--- src/rtl/gf32_mul_share_arb_pkg.sv ---
// -----------------------------------------------------------------------------
// gf32_mul_share_arb_pkg
// Shared definitions for the GF32 multiplier sharing arbiter and its helpers.
//   - state_t     : arbiter FSM state encodings
//   - GF32_WIDTH  : natural operand/product width of the GF32 datapath
//   - `CLOG2      : index-width helper used for pointer/grant registers
// -----------------------------------------------------------------------------
`ifndef CLOG2
`define CLOG2(x) $clog2(x)
`endif

package gf32_mul_share_arb_pkg;

    localparam int GF32_WIDTH = 32;

    typedef enum logic [1:0] {
        S_IDLE  = 2'd0,
        S_ISSUE = 2'd1,
        S_WAIT  = 2'd2
    } state_t;

endpackage

--- src/rtl/gf32_mul_share_arb_rr_pick.sv ---
// -----------------------------------------------------------------------------
// gf32_mul_share_arb_rr_pick
// Combinational round-robin priority picker. Returns the first set bit of req
// found by searching ptr, ptr+1, ... modulo N. N need not be a power of two.
// Ports:
//   req   in  N   request vector
//   ptr   in  IW  search start index (expected < N)
//   idx   out IW  selected index (0 when nothing is requested)
//   valid out 1   any request present
// -----------------------------------------------------------------------------
module gf32_mul_share_arb_rr_pick #(
    parameter int N  = 3,
    parameter int IW = 2
) (
    input  logic [N-1:0]  req,
    input  logic [IW-1:0] ptr,
    output logic [IW-1:0] idx,
    output logic          valid
);

    // (p + off) mod N, valid for p < N and off < N
    function automatic logic [IW-1:0] wrap_add(input logic [IW-1:0] p, input int unsigned off);
        int unsigned s;
        s = int'(p) + off;
        if (s >= N) begin
            s = s - N;
        end
        return IW'(s);
    endfunction

    logic [IW-1:0] cand [N];
    logic [N-1:0]  hit;

    // cand[gi] is the requester sitting gi places after the pointer
    for (genvar gi = 0; gi < N; gi++) begin : g_cand
        assign cand[gi] = wrap_add(ptr, gi);
        assign hit[gi]  = req[cand[gi]];
    end

    // Walk from the far end so the candidate closest to ptr wins
    always_comb begin
        idx = '0;
        for (int i = N - 1; i >= 0; i--) begin
            if (hit[i]) begin
                idx = cand[i];
            end
        end
    end

    assign valid = |req;

endmodule

--- src/rtl/gf32_mul_share_arb.sv ---
// -----------------------------------------------------------------------------
// gf32_mul_share_arb
// Shares one external GF32 multiplier (start/done pulse interface) among N_REQ
// requesters. Pulse requests are latched with their operands, granted
// round-robin one at a time, and each result is returned with a one-hot done
// pulse while the product is broadcast on o_req_out.
// Ports:
//   i_clk, i_rst          clock, synchronous active-high reset
//   i_req_start [N]       per-requester one-cycle request pulse
//   i_req_x/y   [W*N]     per-requester operands, slice k = [W*k +: W]
//   o_req_out   [W]       last product, held until the next completion
//   o_req_done  [N]       one-hot one-cycle completion pulse
//   o_start_mul           one-cycle start to the multiplier
//   o_x_mul/o_y_mul [W]   operands to the multiplier, stable while in service
//   i_o_mul [W], i_done_mul  multiplier product and completion pulse
//   o_busy                any request pending or in service
//   o_err                 sticky protocol-violation flag
// -----------------------------------------------------------------------------
module gf32_mul_share_arb
    import gf32_mul_share_arb_pkg::*;
#(
    parameter int N_REQ = 3,
    parameter int WIDTH = GF32_WIDTH
) (
    input  logic                   i_clk,
    input  logic                   i_rst,
    input  logic [N_REQ-1:0]       i_req_start,
    input  logic [WIDTH*N_REQ-1:0] i_req_x,
    input  logic [WIDTH*N_REQ-1:0] i_req_y,
    output logic [WIDTH-1:0]       o_req_out,
    output logic [N_REQ-1:0]       o_req_done,
    output logic                   o_start_mul,
    output logic [WIDTH-1:0]       o_x_mul,
    output logic [WIDTH-1:0]       o_y_mul,
    input  logic [WIDTH-1:0]       i_o_mul,
    input  logic                   i_done_mul,
    output logic                   o_busy,
    output logic                   o_err
);

    localparam int PTR_W = `CLOG2(N_REQ);

    state_t           state_reg, state_next;
    logic [N_REQ-1:0] pending_reg, pending_next;
    logic [PTR_W-1:0] rr_ptr_reg;
    logic [PTR_W-1:0] grant_reg;
    logic [WIDTH-1:0] x_mul_reg, y_mul_reg;
    logic [WIDTH-1:0] out_reg;
    logic [N_REQ-1:0] done_reg;
    logic             err_reg, err_next;

    logic [WIDTH-1:0] opx_reg [N_REQ];
    logic [WIDTH-1:0] opy_reg [N_REQ];

    logic [N_REQ-1:0] set_req, clr_req, viol;
    logic [PTR_W-1:0] pick_idx;
    logic             pick_valid;
    logic             take, complete;

    gf32_mul_share_arb_rr_pick #(
        .N  (N_REQ),
        .IW (PTR_W)
    ) u_pick (
        .req   (pending_reg),
        .ptr   (rr_ptr_reg),
        .idx   (pick_idx),
        .valid (pick_valid)
    );

    // A start while already pending (including the completion cycle, when
    // pending is still set) is dropped and flagged.
    for (genvar gi = 0; gi < N_REQ; gi++) begin : g_req
        assign set_req[gi] = i_req_start[gi] & ~pending_reg[gi];
        assign viol[gi]    = i_req_start[gi] &  pending_reg[gi];
        assign clr_req[gi] = complete & (grant_reg == PTR_W'(gi));
    end

    assign pending_next = (pending_reg & ~clr_req) | set_req;

    always_comb begin
        state_next = state_reg;
        take       = 1'b0;
        complete   = 1'b0;
        err_next   = err_reg | (|viol);
        unique case (state_reg)
            S_IDLE: begin
                // Hold arbitration during the done-pulse cycle: gives a fixed
                // 3-cycle done-to-start turnaround and lets the requester that
                // just finished re-request before the next pick.
                if (pick_valid && !(|done_reg)) begin
                    take       = 1'b1;
                    state_next = S_ISSUE;
                end
            end
            S_ISSUE: begin
                state_next = S_WAIT;
            end
            S_WAIT: begin
                if (i_done_mul) begin
                    complete   = 1'b1;
                    state_next = S_IDLE;
                end
            end
            default: begin
                state_next = S_IDLE;
            end
        endcase
        // A completion outside S_WAIT has no owner
        if (i_done_mul && state_reg != S_WAIT) begin
            err_next = 1'b1;
        end
    end

    always_ff @(posedge i_clk) begin
        if (i_rst) begin
            state_reg   <= S_IDLE;
            pending_reg <= '0;
            rr_ptr_reg  <= '0;
            grant_reg   <= '0;
            x_mul_reg   <= '0;
            y_mul_reg   <= '0;
            out_reg     <= '0;
            done_reg    <= '0;
            err_reg     <= 1'b0;
        end else begin
            state_reg   <= state_next;
            pending_reg <= pending_next;
            err_reg     <= err_next;
            done_reg    <= '0;
            if (take) begin
                grant_reg <= pick_idx;
                x_mul_reg <= opx_reg[pick_idx];
                y_mul_reg <= opy_reg[pick_idx];
            end
            if (complete) begin
                out_reg    <= i_o_mul;
                done_reg   <= N_REQ'(1) << grant_reg;
                rr_ptr_reg <= (grant_reg == PTR_W'(N_REQ - 1)) ? '0 : grant_reg + PTR_W'(1);
            end
        end
    end

    // Operand slots carry no reset: a slot is read only after a capture
    always_ff @(posedge i_clk) begin
        for (int k = 0; k < N_REQ; k++) begin
            if (set_req[k]) begin
                opx_reg[k] <= i_req_x[WIDTH*k +: WIDTH];
                opy_reg[k] <= i_req_y[WIDTH*k +: WIDTH];
            end
        end
    end

    assign o_start_mul = (state_reg == S_ISSUE);
    assign o_x_mul     = x_mul_reg;
    assign o_y_mul     = y_mul_reg;
    assign o_req_out   = out_reg;
    assign o_req_done  = done_reg;
    assign o_err       = err_reg;
    assign o_busy      = (|pending_reg) | (state_reg != S_IDLE);

endmodule

--- config.mk ---
export PLATFORM = sky130hd
export DESIGN_NAME = gf32_mul_share_arb
export DESIGN_NICKNAME = d
export VERILOG_FILES = /design/src/rtl/gf32_mul_share_arb_pkg.sv /design/src/rtl/gf32_mul_share_arb_rr_pick.sv /design/src/rtl/gf32_mul_share_arb.sv
export SDC_FILE = /design/constraint.sdc
export NUM_CORES = 1
export LEC_CHECK = 0
export CAP_MARGIN = 10
export CORE_UTILIZATION = 46
export DETAILED_ROUTE_END_ITERATION = 10
export PLACE_DENSITY = 0.8
export RECOVER_POWER = 100
export SYNTH_ARGS = -nofsm -noshare
export SYNTH_HDL_FRONTEND = slang
export SYNTH_SLANG_ARGS = --single-unit
--- constraint.sdc ---
create_clock -name i_clk -period 6.1 [get_ports i_clk]
set_input_delay 1.525 -clock i_clk [delete_from_list [all_inputs] [get_ports i_clk]]
set_output_delay 1.525 -clock i_clk [all_outputs]
set_load 0.02 [all_outputs]
==> impl_metrics.csv, run 1 <==
group,metric,value,unit
critical_path,cp-endpoint,"opx_reg[1][28]",
global_routing,grt_use_total,23.71,%
global_routing,grt_max_degree,65,
clock_network,cts_buffers,29,
critical_path,critPathMaxFanout,21,
floorplanning,fp.dieArea,22880,µm²
clock_network,post_cts_resized,0,
sta,setup_slack,1.403,ns
final_layout,layout-drive-gt1-share,5.829,%
clock_network,post_cts.repair.setup_buffers,0,
critical_path,critPathLaunchType,"primary input",
final_layout,syn2layout_area_growth,43.38,%
sta,setup_violations,0,
synth,yosysSeqAreaShare,77.56,%
floorplanning,rows,54,
clock_network,cts_hold_buf,0,
global_routing,grt_pass1_wl,40180,µm
critical_path,reg2reg_to,"opx_reg[1][28]",
routing,drc_errors,0,
clock_network,cts.sinks,301,
synth,yosysWarnings,0,
synth,synth_nets,866,
floorplanning,coreArea,21820,µm²
critical_path,cp.required,6.34,ns
critical_path,critical_path.cell_chain,"dlygate4sd3_1 > nor2b_1 > clkbuf_1 > buf_4",
place,pre_cts_slack,2.134,ns
status,status,"finished with violations",
floorplanning,die_x,151.3,µm
critical_path,cp-end-kind,"flop",
clock_network,h-tree-depth,1,
sta,max_slew_margin,-50.03,%
power_and_ir_drop,peakVddDrop,0.2042,mV
power_and_ir_drop,p_leak,5.462,nW
place,gp_congestion,0.7944,
final_layout,final_cell_mix,"dlygate4sd3_1, edfxtp_1, dfxtp_1",
global_routing,antenna_found_initial,14,
synth,avgSynthCellArea,16.19,µm²
sta,worst_slew_pin_slew,2.250,ns
final_layout,nFillCells,1515,
run,max_cap_viol_count,4,
critical_path,crit_cells,4,
sta,rsz0062_at_grt,"false",
power_and_ir_drop,power_density,322.4,nW/µm²
sta,hold_viol_final,0,
global_routing,grt_overflow,0,
floorplanning,fp.dieH,151.3,µm
final_layout,final_common_cell,"dlygate4sd3_1",
sta,skew,0.007294,ns
place,port_buffers,331,
critical_path,worstRegToRegCells,3,
sta,min_period_over_period,77.00,%
routing,drtIter0Drc,355,
synth,syn-cell-area,10250,µm²
routing,wire_per_inst,21.36,µm
synth,synth_cells,633,
final_layout,nNetsFinal,1205,
critical_path,slowest_stage,"nor2b_1",
floorplanning,start_util,46.96,%
sta,fin_tns_setup,0,ns
clock_network,cts_tree,"yes",
synth,synthDistinctLibCells,39,
sta,max_freq,212.9,MHz
routing,drtAntennaViolNets,0,
clock_network,clock_latency,0.54,ns
status,violations,"max-capacitance violations, max-slew violations",
routing,vias_per_cell,5.405,
floorplanning,pin_count,332,
critical_path,arrival,4.94,ns
sta,slew_violations,102,
sta,min_period,4.697,ns
synth,synth-seq-cells,301,
place,dp_hpwl,18230,µm
clock_network,clockBufferDepth,3,
hold_path,hp-class,"flop to flop",
critical_path,cp_num_buf_inv,3,
clock_network,cts_root_buf,"clkbuf_16",
routing,routed_wirelength,27450,µm
global_routing,grt_pass1_vias,7167,
routing,dr.pass1.iters,4,
critical_path,ff2ff_setup_slack,2.57,ns
critical_path,max_stage_delay,1.40,ns
routing,vias,6946,
clock_network,path_clk_slew,0.06,ns
critical_path,path_delay_family,"buffers and inverters",
critical_path,r2r_start,"pending_reg[1]",
critical_path,crit_type,"primary input to flop",
final_layout,final_core_util,67.33,%
critical_path,crit_start,"i_req_start[1]",
## cell families (layout without fill, tap and decap cells)
kind of cell / after synthesis / count (layout) / synth area share [%]
flops: 301 / 301 / 77.56
compound gates: 179 / 179 / 14.64
simple gates: 105 / 105 / 4.664
buf+inv: 44 / 406 / 2.674
fa+ha+maj: 3 / 3 / 0.3663
mux: 1 / 1 / 0.09768
other cells: 0 / 10 / 0
## area by class of cell
cell class,instances,area (µm²),area share (%)
Tap cell,280,350.3,2.384
Antenna cell,10,25.02,0.1703
Inverter,5,18.77,0.1277
Clock inverter,15,123.9,0.8431
Clock buffer,39,783.3,5.331
Multi-Input combinational cell,288,2036,13.86
Sequential cell,301,7948,54.09
Timing Repair Buffer,347,3408,23.20
## worst min path at each step
stage	from	endpoint	slack (ns)	cells after the start
after floorplan	opx_reg[1][0]	o_x_mul[0]	0.45	1
after global placement	o_req_out[4]	o_req_out[4]	0.44	2
after detailed placement	o_req_out[28]	o_req_out[28]	0.45	2
after CTS	o_req_out[28]	o_req_out[28]	0.45	2
after global routing	o_req_out[0]	o_req_out[0]	0.47	2
final	o_req_out[18]	o_req_out[18]	0.45	2
## Yosys cell counts (all sizes together)
cell	number	area share, %
nand2	70	2.6
buf	16	1.6
nor2	15	0.62
nand3	2	0.15
o221ai	1	0.15
a22o	64	5.5
and4b	1	0.098
a21oi	40	2.0
nor4	2	0.27
or3	2	0.17
a21boi	1	0.073
and4	1	0.085
o32ai	1	0.085
mux2i	1	0.098
nor2b	7	0.43
nor3	4	0.20
a221o	64	6.3
o22a	1	0.085
a311oi	1	0.085
dfxtp	109	21
clkbuf	23	0.84
a211oi	3	0.27
ha	3	0.37
edfxtp	192	56
clkinv	1	0.037
inv	4	0.15
o21ai	1	0.049
and3	1	0.061
o31ai	1	0.073
a222oi	1	0.098
## layer usage
metal | share of wire, % | global-route usage, % | wire length (µm)
met1 | 36 | 27.13 | 9752
met2 | 50 | 41.21 | 13700
met3 | 11 | 7.681 | 2988
met4 | 3.5 | 8.750 | 962
met5 | 0.18 | 0 | 50
## power breakdown
group / switching, mW / leakage, nW / internal (mW)
clock: 0.733 / 0.443 / 0.982
combinational: 0.311 / 2.30 / 0.296
sequential: 0.0764 / 2.72 / 2.34
total: 1.12 / 5.46 / 3.62
## metrics by stage
stage	area, µm²	cells	power, mW	hold slack [ns]
6_report	14690	1285	4.736	0.4488
4_1_cts	14680	1271	4.839	0.4536
3_3_place_gp	13770	1217	3.104	0.4404
5_1_grt	14690	1282	4.899	0.4680
3_5_place_dp	13770	1217	3.121	0.4463
2_1_floorplan	10250	633	2.739	0.4483
## worst min-delay path: cells and delay by family (launching register included)
family / cells / cell delay (ns)
AND/OR/NAND/NOR: 1 / 0.05
flip-flops: 1 / 0.30
AO/OA/AOI/OAI: 1 / 0.05
Note: power is estimated with default switching activity, not from simulation.
==> inputs of run 2 (changes only) <==
--- a/config.mk
+++ b/config.mk
@@ -6,9 +6,9 @@
 export NUM_CORES = 1
 export LEC_CHECK = 0
 export CAP_MARGIN = 10
-export CORE_UTILIZATION = 46
+export CORE_UTILIZATION = 41
 export DETAILED_ROUTE_END_ITERATION = 10
-export PLACE_DENSITY = 0.8
+export PLACE_DENSITY = 0.75
 export RECOVER_POWER = 100
 export SYNTH_ARGS = -nofsm -noshare
 export SYNTH_HDL_FRONTEND = slang
==> constraint.sdc (replaced) <==
create_clock -name i_clk -period 3.97 [get_ports i_clk]
set_input_delay 0.9925 -clock i_clk [delete_from_list [all_inputs] [get_ports i_clk]]
set_output_delay 0.9925 -clock i_clk [all_outputs]
set_load 0.02 [all_outputs]
==> run 2 against run 1 <==
  * The run still ends with max-capacitance violations, max-slew violations left
  * Clock skew up 0.0020 ns
  * Sequential cell count unchanged
  * Die area up 12%
  * Largest power group unchanged
  * Setup slack worse by 0.76 ns
  * Total power up 57%
  * First-iteration DRC count up 15%
  * Register-to-register slack worse by 1.8 ns
  * Count of clock-buffer cells in the layout up 1
  * Via count down 0.60%
  * Sequential share of layout area down 0.44 points
  * Global-route usage down 3.1 points
==> impl_metrics.csv, run 2 (same netlist as run 1, synthesis figures left out) <==
group,metric,value,unit
clock_network,path_clk_slew,0.06,ns
place,port_buffers,331,
critical_path,r2r_start,"rr_ptr_reg[0]",
global_routing,grt_use_total,20.63,%
power_and_ir_drop,peakVddDrop,0.4113,mV
global_routing,antenna_found_initial,9,
routing,drc_errors,0,
routing,drtIter0Drc,407,
critical_path,reg2reg_to,"o_y_mul[9]",
routing,vias,6904,
routing,vias_per_cell,5.187,
final_layout,layout-drive-gt1-share,6.106,%
routing,routed_wirelength,26810,µm
global_routing,grt_overflow,0,
clock_network,cts.sinks,301,
clock_network,post_cts_resized,0,
sta,whs,0.4490,ns
sta,hold_viol_final,0,
critical_path,critPathLaunchType,"flop",
run,max_cap_viol_count,3,
critical_path,crit_start,"pending_reg[0]",
sta,fin_tns_setup,0,ns
sta,setup_slack,0.6397,ns
routing,wire_per_inst,20.14,µm
sta,rsz0062_at_grt,"false",
status,violations,"max-capacitance violations, max-slew violations",
sta,slew_violations,78,
routing,dr.pass1.iters,5,
place,pre_cts_slack,1.004,ns
critical_path,worstRegToRegCells,7,
floorplanning,pin_count,332,
place,gp_congestion,0.8224,
clock_network,h-tree-depth,1,
final_layout,final_cell_mix,"dlygate4sd3_1, edfxtp_1, dfxtp_1",
clock_network,post_cts.repair.setup_buffers,0,
critical_path,cp.required,2.98,ns
final_layout,final_common_cell,"dlygate4sd3_1",
sta,setup_violations,0,
power_and_ir_drop,p_leak,5.507,nW
hold_path,hp-class,"flop to flop",
sta,max_freq,300.3,MHz
clock_network,cts_tree,"yes",
power_and_ir_drop,power_density,503.4,nW/µm²
final_layout,nFillCells,1893,
floorplanning,die_x,160.1,µm
critical_path,ff2ff_setup_slack,0.74,ns
critical_path,critPathMaxFanout,8,
sta,skew,0.009292,ns
global_routing,grt_pass1_vias,7206,
floorplanning,start_util,42.01,%
floorplanning,fp.dieArea,25630,µm²
sta,max_slew_margin,-15.37,%
critical_path,cp-end-kind,"primary output",
floorplanning,fp.dieH,160.1,µm
critical_path,crit_type,"flop to primary output",
sta,min_period,3.330,ns
final_layout,syn2layout_area_growth,44.55,%
critical_path,cp-endpoint,"o_busy",
critical_path,arrival,2.34,ns
clock_network,cts_root_buf,"clkbuf_16",
final_layout,final_core_util,60.73,%
global_routing,grt_max_degree,48,
floorplanning,rows,57,
sta,worst_slew_pin_slew,1.731,ns
final_layout,nNetsFinal,1208,
clock_network,clockBufferDepth,3,
routing,drtAntennaViolNets,0,
clock_network,clock_latency,0.54,ns
floorplanning,coreArea,24390,µm²
global_routing,grt_pass1_wl,40830,µm
place,dp_hpwl,17250,µm
status,status,"finished with violations",
clock_network,cts_buffers,31,
sta,min_period_over_period,83.89,%
clock_network,cts_hold_buf,0,
## run 2: worst min path at each step
stage / start / slack [ns] / endpoint / depth (start not counted)
3_3_place_gp: o_req_out[31] / 0.44 / o_req_out[31] / 2
6_report: o_req_out[0] / 0.45 / o_req_out[0] / 2
4_1_cts: o_req_out[15] / 0.46 / o_req_out[15] / 2
5_1_grt: o_req_out[4] / 0.47 / o_req_out[4] / 2
3_5_place_dp: o_req_out[15] / 0.45 / o_req_out[15] / 2
2_1_floorplan: opx_reg[1][0] / 0.45 / o_x_mul[0] / 1
## run 2: power breakdown
part           internal (mW)  switching [mW]  leakage (nW)
logic                  0.452           0.475          2.30
registers               3.59           0.110          2.72
clock network           1.67            1.15         0.484
## run 2: layout make-up
cell class              instances  area, µm²  area share, %
repair buffers                348       3403          22.97
multi-input cells             288       2023          13.66
inverters                       5      18.77         0.1267
clock buffers                  40      839.6          5.668
diodes                          8      20.02         0.1351
well taps                     324      405.4          2.737
clock inverters                17      155.1          1.047
flip-flops and latches        301       7948          53.65
## run 2: critical path, stage by stage (launching register included)
cell and delay (ns):
dfxtp_1 0.39, or3_4 0.43, or3_1 0.30, dlygate4sd3_1 0.67
## run 2: per-layer routing
metal / GRT usage (%) / vias to the layer above / part of all wire [%]
met5: 0 / - / 0.048
met4: 5.887 / 2 / 2.4
met3: 6.000 / 45 / 8.4
met2: 35.00 / 312 / 49
met1: 25.53 / 3356 / 40
li1: - / 3189 / -
## run 2: stage by stage
step | total power, mW | cells | area, µm²
after global placement | 4.769 | 1266 | 13870
after CTS | 7.627 | 1323 | 14860
after global routing | 7.732 | 1331 | 14810
after detailed placement | 4.792 | 1266 | 13870
final | 7.458 | 1331 | 14810
after floorplan | 4.205 | 633 | 10250
